**src/rtl/aibcr3aux_osc_seq_ctrl_if.sv**
```systemverilog
// rtl/aibcr3aux_osc_seq_ctrl_if.sv - control/status bundle between aux controller and oscillator sequencer
interface aibcr3aux_osc_seq_ctrl_if;
    logic       osc_en;
    logic [7:0] settle_cyc;
    logic [7:0] timeout_cyc;
    logic       syncrstb_in;
    logic       scan_mode_n;
    logic       osc_irstb;
    logic       osc_ready;
    logic       osc_err;
    logic [2:0] seq_state;

    modport slave (
        input  osc_en, settle_cyc, timeout_cyc, syncrstb_in, scan_mode_n,
        output osc_irstb, osc_ready, osc_err, seq_state
    );

    modport master (
        output osc_en, settle_cyc, timeout_cyc, syncrstb_in, scan_mode_n,
        input  osc_irstb, osc_ready, osc_err, seq_state
    );
endinterface

```
**src/rtl/aibcr3aux_osc_seq_ctrl.sv**
```systemverilog
// rtl/aibcr3aux_osc_seq_ctrl.sv - aux oscillator divider start/settle/release sequencer
module aibcr3aux_osc_seq_ctrl (
    input  logic                         clkin,
    input  logic                         irst,
    aibcr3aux_osc_seq_ctrl_if.slave      bus
);

    typedef enum logic [2:0] {
        ST_IDLE    = 3'd0,
        ST_SETTLE  = 3'd1,
        ST_RELEASE = 3'd2,
        ST_RUN     = 3'd3,
        ST_ERR     = 3'd4
    } state_t;

    state_t     state_q;
    state_t     state_d;
    logic [7:0] cnt_q;
    logic [7:0] cnt_d;
    logic       sync_meta;
    logic       sync_q;
    logic       irstb_q;
    logic       ready_q;
    logic       err_q;

    // Two-flop resync of the divider's release flag into the clkin domain
    always_ff @(posedge clkin or posedge irst) begin
        if (irst) begin
            sync_meta <= 1'b0;
            sync_q    <= 1'b0;
        end else begin
            sync_meta <= bus.syncrstb_in;
            sync_q    <= sync_meta;
        end
    end

    // State, counter and output registers; outputs decoded from the next state so they align with seq_state
    always_ff @(posedge clkin or posedge irst) begin
        if (irst) begin
            state_q <= ST_IDLE;
            cnt_q   <= 8'd0;
            irstb_q <= 1'b0;
            ready_q <= 1'b0;
            err_q   <= 1'b0;
        end else begin
            state_q <= state_d;
            cnt_q   <= cnt_d;
            irstb_q <= (state_d == ST_RELEASE) || (state_d == ST_RUN);
            ready_q <= (state_d == ST_RUN);
            err_q   <= (state_d == ST_ERR);
        end
    end

    // Next-state and counter logic; scan and osc_en drop override every other transition
    always_comb begin
        state_d = state_q;
        cnt_d   = cnt_q;
        if (!bus.scan_mode_n || !bus.osc_en) begin
            state_d = ST_IDLE;
            cnt_d   = 8'd0;
        end else begin
            case (state_q)
                ST_IDLE: begin
                    state_d = ST_SETTLE;
                    cnt_d   = bus.settle_cyc;
                end
                ST_SETTLE: begin
                    if (cnt_q == 8'd0) begin
                        state_d = ST_RELEASE;
                        cnt_d   = bus.timeout_cyc;
                    end else begin
                        cnt_d = cnt_q - 8'd1;
                    end
                end
                ST_RELEASE: begin
                    if (sync_q) begin
                        state_d = ST_RUN;
                        cnt_d   = 8'd0;
                    end else if (cnt_q == 8'd0) begin
                        state_d = ST_ERR;
                    end else begin
                        cnt_d = cnt_q - 8'd1;
                    end
                end
                ST_RUN: begin
                    if (!sync_q) begin
                        state_d = ST_ERR;
                    end
                end
                ST_ERR: begin
                    state_d = ST_ERR;
                end
                default: begin
                    state_d = ST_IDLE;
                    cnt_d   = 8'd0;
                end
            endcase
        end
    end

    // Scan forces the divider out of reset and masks status without waiting for a clock
    assign bus.osc_irstb = irstb_q | ~bus.scan_mode_n;
    assign bus.osc_ready = ready_q & bus.scan_mode_n;
    assign bus.osc_err   = err_q & bus.scan_mode_n;
    assign bus.seq_state = state_q;

endmodule

```
**src/flat_wrapper.sv**
```systemverilog
// flat-port wrapper written by rule: the top's interface ports become plain ports
module aibcr3aux_osc_seq_ctrl_flat 
  (clkin, irst, bus_osc_en, bus_settle_cyc, bus_timeout_cyc, bus_syncrstb_in, bus_scan_mode_n, bus_osc_irstb, bus_osc_ready, bus_osc_err, bus_seq_state);
  aibcr3aux_osc_seq_ctrl_if bus_i ();
  input  logic clkin;
  input  logic irst;
  input wire logic [$bits(bus_i.osc_en)-1:0] bus_osc_en;
  input wire logic [$bits(bus_i.settle_cyc)-1:0] bus_settle_cyc;
  input wire logic [$bits(bus_i.timeout_cyc)-1:0] bus_timeout_cyc;
  input wire logic [$bits(bus_i.syncrstb_in)-1:0] bus_syncrstb_in;
  input wire logic [$bits(bus_i.scan_mode_n)-1:0] bus_scan_mode_n;
  output wire logic [$bits(bus_i.osc_irstb)-1:0] bus_osc_irstb;
  output wire logic [$bits(bus_i.osc_ready)-1:0] bus_osc_ready;
  output wire logic [$bits(bus_i.osc_err)-1:0] bus_osc_err;
  output wire logic [$bits(bus_i.seq_state)-1:0] bus_seq_state;
  assign bus_i.osc_en = bus_osc_en;
  assign bus_i.settle_cyc = bus_settle_cyc;
  assign bus_i.timeout_cyc = bus_timeout_cyc;
  assign bus_i.syncrstb_in = bus_syncrstb_in;
  assign bus_i.scan_mode_n = bus_scan_mode_n;
  assign bus_osc_irstb = bus_i.osc_irstb;
  assign bus_osc_ready = bus_i.osc_ready;
  assign bus_osc_err = bus_i.osc_err;
  assign bus_seq_state = bus_i.seq_state;
  aibcr3aux_osc_seq_ctrl u_core (.clkin(clkin), .irst(irst), .bus(bus_i));
endmodule
```
**config.mk**
```make
export PLATFORM = sky130hd
export DESIGN_NAME = aibcr3aux_osc_seq_ctrl_flat
export DESIGN_NICKNAME = d
export VERILOG_FILES = /design/src/rtl/aibcr3aux_osc_seq_ctrl_if.sv /design/src/rtl/aibcr3aux_osc_seq_ctrl.sv /design/src/flat_wrapper.sv
export SDC_FILE = /design/constraint.sdc
export NUM_CORES = 1
export LEC_CHECK = 0
export BUFFER_PORTS_ARGS = -buffer_cell sky130_fd_sc_hd__buf_4
export CAP_MARGIN = 0
export CORE_ASPECT_RATIO = 1.2
export CORE_UTILIZATION = 51
export DETAILED_ROUTE_END_ITERATION = 16
export PLACE_DENSITY = 0.78
export SYNTH_ARGS = -nofsm -noshare
export SYNTH_HDL_FRONTEND = slang
export SYNTH_SLANG_ARGS = --single-unit
```
**constraint.sdc**
```tcl
create_clock -name clkin -period 3.05 [get_ports clkin]
set_input_delay 0.1525 -clock clkin [delete_from_list [all_inputs] [get_ports clkin]]
set_output_delay 0.1525 -clock clkin [all_outputs]
set_load 0.005 [all_outputs]
```
After elaboration in Yosys (flattened, before gate mapping)
Index checks and enable logic that the tools add are counted.

word-level totals
  output and inout bits = 6
  word-level logic and storage cells = 40
  bits in registers = 16
  input bits = 21

cells by class
  bitwise operators = 4
  add/subtract/negate cells = 1
  equality and inequality tests = 9
  multiplexer cells = 11
  reduce and logical (&&, ||, !) cells = 8

operators by type and width
  kind                                                                 count
  8-bit 2-to-1 mux                                                     4
  8-bit case mux with 4 select lines                                   1
  3-bit 2-to-1 mux                                                     5
  3-bit case mux with 5 select lines                                   1
  3-bit by 2-bit == test with 1-bit output (second input constant)     4
  8-bit zero test                                                      1
  8-bit by 1-bit subtractor with 8-bit output (second input constant)  1
  3-bit == test (second input constant)                                2
  4-bit by 2-bit != test with 1-bit output (second input constant)     1
  3-bit by 1-bit == test with 1-bit output (second input constant)     1
  3-bit zero test                                                      1
  1-bit bitwise AND                                                    2
  1-bit zero test                                                      2
  1-bit logical OR                                                     2
  2-bit by 1-bit != test with 1-bit output (second input constant)     1
  2-bit AND reduction                                                  1
  2-bit OR reduction                                                   1
  1-bit NOT                                                            1
  1-bit bitwise OR                                                     1

Depth between registers and ports, before layout
  depth after elaboration = 7
  depth in mapped cells = 8
  mapped depth without buffers = 7

Least setup slack after synthesis
No wires, ideal clock.

  kind = register to register
  start point = reg u_core.cnt_q[0]
  end point = reg u_core.cnt_q[2]
  stages on the path, launching flop included = 8
  slack = 0.881 ns
  arrival = 2.046 ns
  period minus slack after synthesis = 2.169 ns
  cells stage by stage = dfrtp_1 inv_1 ha_1 or4b_4 or4_4 o211a_1 a221oi_2 o21ai_1

on the way
  cells in the longest elaborated chain, start to end = 5
  elaborated cells between the ends (all ways) = 9
  classes of those cells = 1 x add/sub; 1 x eq/ne; 5 x mux; 2 x reduce/logical

RTL lines
  item                                         line                                                        RTL
  start, declared                              aibcr3aux_osc_seq_ctrl.sv:18                                logic [7:0] cnt_q;
  start signal, assigned                       aibcr3aux_osc_seq_ctrl.sv:47                                cnt_q <= cnt_d;
  8-bit by 1-bit subtractor with 8-bit output  aibcr3aux_osc_seq_ctrl.sv:72, aibcr3aux_osc_seq_ctrl.sv:82
  8-bit 2-to-1 mux                             aibcr3aux_osc_seq_ctrl.sv:79                                end else if (cnt_q == 8'd0) begin
  8-bit 2-to-1 mux                             aibcr3aux_osc_seq_ctrl.sv:76                                if (sync_q) begin
  8-bit case mux with 4 select lines           aibcr3aux_osc_seq_ctrl.sv:62                                case (state_q)
  8-bit 2-to-1 mux                             aibcr3aux_osc_seq_ctrl.sv:58                                if (!bus.scan_mode_n || !bus.osc_en) begin

Several ways; a longest one is shown, not always the timed one. The select of a mux whose other input is x is not followed.
A chain may end at the register's enable or synchronous reset.

Worst setup path in the final report
  start point = reg u_core.cnt_q[0]
  end point = reg u_core.cnt_q[5]

Same word-level chain as after synthesis.

==> impl_results.rst <==
.. list-table::
   :header-rows: 1

   * - Metric
     - Value
   * - Worst hold-check slack
     - approximately 0.14 ns
   * - Number of nets produced by synthesis
     - 137
   * - Mean post-synth cell area
     - 8.86 um2
   * - Detail Placement HPWL
     - 1920 um
   * - Max-slew violation total from the final report
     - 0
   * - Standby leakage power
     - 0.612 nW
   * - Root Buffer
     - sky130_fd_sc_hd__clkbuf_4
   * - Antenna-violating nets left
     - 0
   * - Post-CTS clock slew at the launch and capture registers of the worst setup and hold paths
     - 0.10 ns
   * - Post-Route Utilization
     - a little over two thirds
   * - Final estimated routing congestion in global placement
     - between 0.8 and 0.9
   * - Global-route met1 utilization
     - between 20 and 30%
   * - Max-Slew Margin vs Limit
     - around two fifths
   * - Total global routing track utilization
     - 24.0%
   * - Clock period minus worst slack
     - around 2.4 ns
   * - Clock tree from TritonCTS
     - built
   * - Result of the run
     - finished clean
   * - Yosys reg bits
     - 16
   * - Vias
     - roughly 1000
   * - Number of DRC markers in iteration 0
     - 26
   * - Maximum buffer depth of the clock tree
     - 2
   * - Critical-path cell with the highest stage delay
     - sky130_fd_sc_hd__or4b_4
   * - Number of instances in the synthesized netlist
     - about 120
   * - Number of distinct library cells after synthesis
     - 39
   * - Met3 capacity usage during global routing
     - about 2.8%
   * - Series of cell instances along the critical path
     - inv_1 -> ha_1 -> or4b_4 -> or4_4 -> o22ai_4 -> o21ai_0 -> o311ai_0
   * - Number of placement rows
     - 17
   * - Maximum number of pins on one net before global-route repair
     - 17
   * - Routing layer with the top usage in global route
     - met2
   * - Clk Latency, worst-skew pair
     - 0.28 ns
   * - Average detailed-routed wire length per instance
     - between 15 and 20 um
   * - Count of yosys warnings during synthesis
     - 0
   * - Number of H-tree levels
     - 1
   * - Depth of the worst hold-timing path
     - 3
   * - Number of input and output port buffers inserted
     - 26
   * - Reg2Reg Depth
     - 7
   * - Horizontal extent of the die
     - around 43 um
   * - Post-DR vias/cell
     - 6.25
   * - EDFF count, synth
     - 0
   * - RSZ-0062 raised after global routing
     - no
   * - Endpoint arrival time on the critical path
     - 2.54 ns
   * - Number of placed I/O pins
     - 27
   * - Slowest Stage Delay on Critical Path
     - 0.51 ns
   * - Layout area overhead
     - 26.4%
   * - Post-cts gate resize count
     - 0
   * - Congestion Overflow GR
     - 0
   * - Number of inserted diodes
     - 0
   * - Layout Nets
     - 167
   * - Capture point of the worst reg-to-reg path
     - u_core.cnt_q[5]
   * - Element type at the critical path end
     - register
   * - Setup TNS after final layout
     - 0 ns
   * - Post-route fraction of the period consumed by the critical path
     - 77.9%
   * - Wire length of the first global-routing pass
     - a little under 4000 um
   * - Area of the core
     - 1850 um2
   * - End of the worst hold path
     - u_core.cnt_q[2]
   * - M2 GR Usage
     - a little over two fifths
   * - Post-route clock skew
     - between 0.001 and 0.0015 ns
   * - Actual transition at the worst max-transition pin
     - a little under 0.9 ns
   * - Antenna violations before repair
     - 0
   * - Post-placement cell area
     - between 1000 and 1500 um2
   * - Initial Util
     - between 50% and 60%
   * - Data required time of the worst path
     - between 3 and 4 ns
   * - Sinks on the clock net
     - 16
   * - Family with the most delay on the worst path
     - simple AND/OR/NAND/NOR gates
   * - Final count of hold timing violations
     - 0
   * - Commonest non-fill, non-tap cell in the layout
     - sky130_fd_sc_hd__buf_4
   * - Final std cell area, no fill
     - between 1000 and 1500 um2
   * - Commonest cells after routing, fill and taps aside
     - sky130_fd_sc_hd__buf_4 (28), sky130_fd_sc_hd__dfrtp_1 (16), sky130_fd_sc_hd__nand2_1 (13), sky130_fd_sc_hd__o21ai_0 (12), sky130_fd_sc_hd__inv_1 (7)
   * - Startpoint of the worst hold path
     - bus_settle_cyc[2]
   * - Total die area
     - ~2200 um2
   * - Worst flop-to-flop path startpoint
     - u_core.cnt_q[0]
   * - Largest fanout on the critical path
     - 10
   * - Share of layout cells above drive strength 1
     - approximately a quarter
   * - Netlist area before placement
     - 1020 um2
   * - Kind of start point of the critical path
     - register
   * - Vias in the first global route
     - ~920
   * - Sequential element share of the synthesized area
     - between 30 and 40%
   * - Highest ir drop seen on vdd
     - approximately 0.25 mV
   * - Total setup violations reported at the end of the flow
     - 0
   * - Kind of critical path
     - reg2reg
   * - Highest Clock Rate
     - between 400 and 500 MHz
   * - Fill cell instance count of the final layout
     - approximately 160
   * - Number of buffers created by CTS
     - 3
   * - Primary FF master, synth
     - sky130_fd_sc_hd__dfrtp_1
   * - Count of buffering cells on the critical path with inverters included
     - 1
   * - Final wirelength
     - approximately 2500 um
   * - Die Height
     - just over 50 um
   * - Classification of the worst-slack hold path
     - in2reg
   * - Register-to-register setup slack
     - 0.67 ns
   * - PD cells
     - roughly 400 nW/um2
   * - Residual DRC
     - 0
   * - Proportion of register bits with asynchronous set or reset after synthesis
     - between 90% and 100%
   * - Reported max-cap violation count
     - 0
   * - Iteration count of the initial detailed-routing pass
     - 4
==> power by group <==
part | internal [mW] | switching, mW | total (mW)
clock network | 0.0726 | 0.0679 | 0.140
logic | 0.0684 | 0.0718 | 0.140
registers | 0.222 | 0.0145 | 0.236
==> worst max-delay path by stage <==
| stage | to | startpoint | depth (start not counted) | slack, ns |
|---|---|---|---|---|
| finish | u_core.cnt_q[5] | u_core.cnt_q[0] | 7 | 0.67 |
| global route | u_core.cnt_q[7] | u_core.cnt_q[0] | 7 | 0.54 |
| CTS | u_core.cnt_q[5] | u_core.cnt_q[0] | 7 | 0.68 |
| detailed placement | u_core.cnt_q[5] | u_core.cnt_q[0] | 7 | 0.70 |
| global placement | u_core.cnt_q[5] | u_core.cnt_q[0] | 7 | 0.81 |
| floorplan | u_core.cnt_q[2] | u_core.cnt_q[0] | 7 | 0.88 |
==> registers in the layout (all words and copies together), names as in the netlist <==
signal                flops
u_core.bus.seq_state      3
u_core.cnt_q              8
u_core.err_q              1
u_core.irstb_q            1
u_core.ready_q            1
u_core.sync_meta          1
u_core.sync_q             1
==> cell type report <==
| cell class | count | area [um2] | share of cell area (%) |
|---|---|---|---|
| multi-input combinational | 87 | 571 | 44.3 |
| clock buffer | 4 | 36.3 | 2.82 |
| tap | 19 | 23.8 | 1.85 |
| inverter | 7 | 26.3 | 2.04 |
| timing repair buffer | 30 | 230 | 17.9 |
| sequential | 16 | 400 | 31.1 |
==> cells in the mapped netlist, types with 2 or more instances <==
cell type	count	area [um2]
sky130_fd_sc_hd__a22o_1	2	17.5
sky130_fd_sc_hd__o311ai_0	3	26.3
sky130_fd_sc_hd__nor2_1	6	22.5
sky130_fd_sc_hd__xor2_1	2	17.5
sky130_fd_sc_hd__nor3b_1	2	15.0
sky130_fd_sc_hd__a22oi_1	3	22.5
sky130_fd_sc_hd__nand3_1	4	20.0
sky130_fd_sc_hd__nor4_1	2	12.5
sky130_fd_sc_hd__nor3_1	2	10.0
sky130_fd_sc_hd__o21ai_0	12	60.1
sky130_fd_sc_hd__a21boi_0	2	15.0
sky130_fd_sc_hd__a21oi_1	2	10.0
sky130_fd_sc_hd__and3_1	2	12.5
sky130_fd_sc_hd__nand2_1	13	48.8
sky130_fd_sc_hd__buf_2	2	10.0
sky130_fd_sc_hd__inv_1	7	26.3
sky130_fd_sc_hd__and2_1	4	25.0
sky130_fd_sc_hd__dfrtp_1	16	400
sky130_fd_sc_hd__o22ai_1	2	12.5
sky130_fd_sc_hd__clkbuf_1	3	11.3
sky130_fd_sc_hd__a32o_1	3	30.0
sky130_fd_sc_hd__nor2b_1	2	12.5
sky130_fd_sc_hd__nand2b_1	3	18.8
==> cell families after synthesis <==
group | synth area share, %
AO/OA/AOI/OAI | 27.3
flip-flops | 39.3
adder cells (fa/ha/maj) | 1.23
AND/OR/NAND/NOR | 25.8
buffers and inverters | 4.67
XOR/XNOR | 1.72
==> routing by layer <==
layer,wire [um],vias to the layer above
met2,1320,34
li1,-,481
met3,130,2
met1,1080,502
met4,17,0
met5,0,-
==> per-stage QoR <==
step           total power [mW]  cells  worst slack, ns
6_report                  0.517    163            0.674
2_1_floorplan             0.327    115            0.881
3_3_place_gp              0.373    157            0.808
4_1_cts                   0.520    163            0.683
5_1_grt                   0.545    163            0.543
3_5_place_dp              0.376    157            0.703
==> tightest hold or removal path, stage by stage <==
cell and delay [ns]:
sky130_fd_sc_hd__buf_4 0.08, sky130_fd_sc_hd__a221oi_2 0.05, sky130_fd_sc_hd__o21ai_1 0.11
==> repair_timing <==
action | 4_1_cts | 5_1_grt
hold buffers | 2 | 0
endpoints found under the setup margin | 0 | 0
endpoints found under the hold margin | 17 | 0
buffers inserted | 0 | 0
No activity file was read; power rests on OpenSTA's default activity.
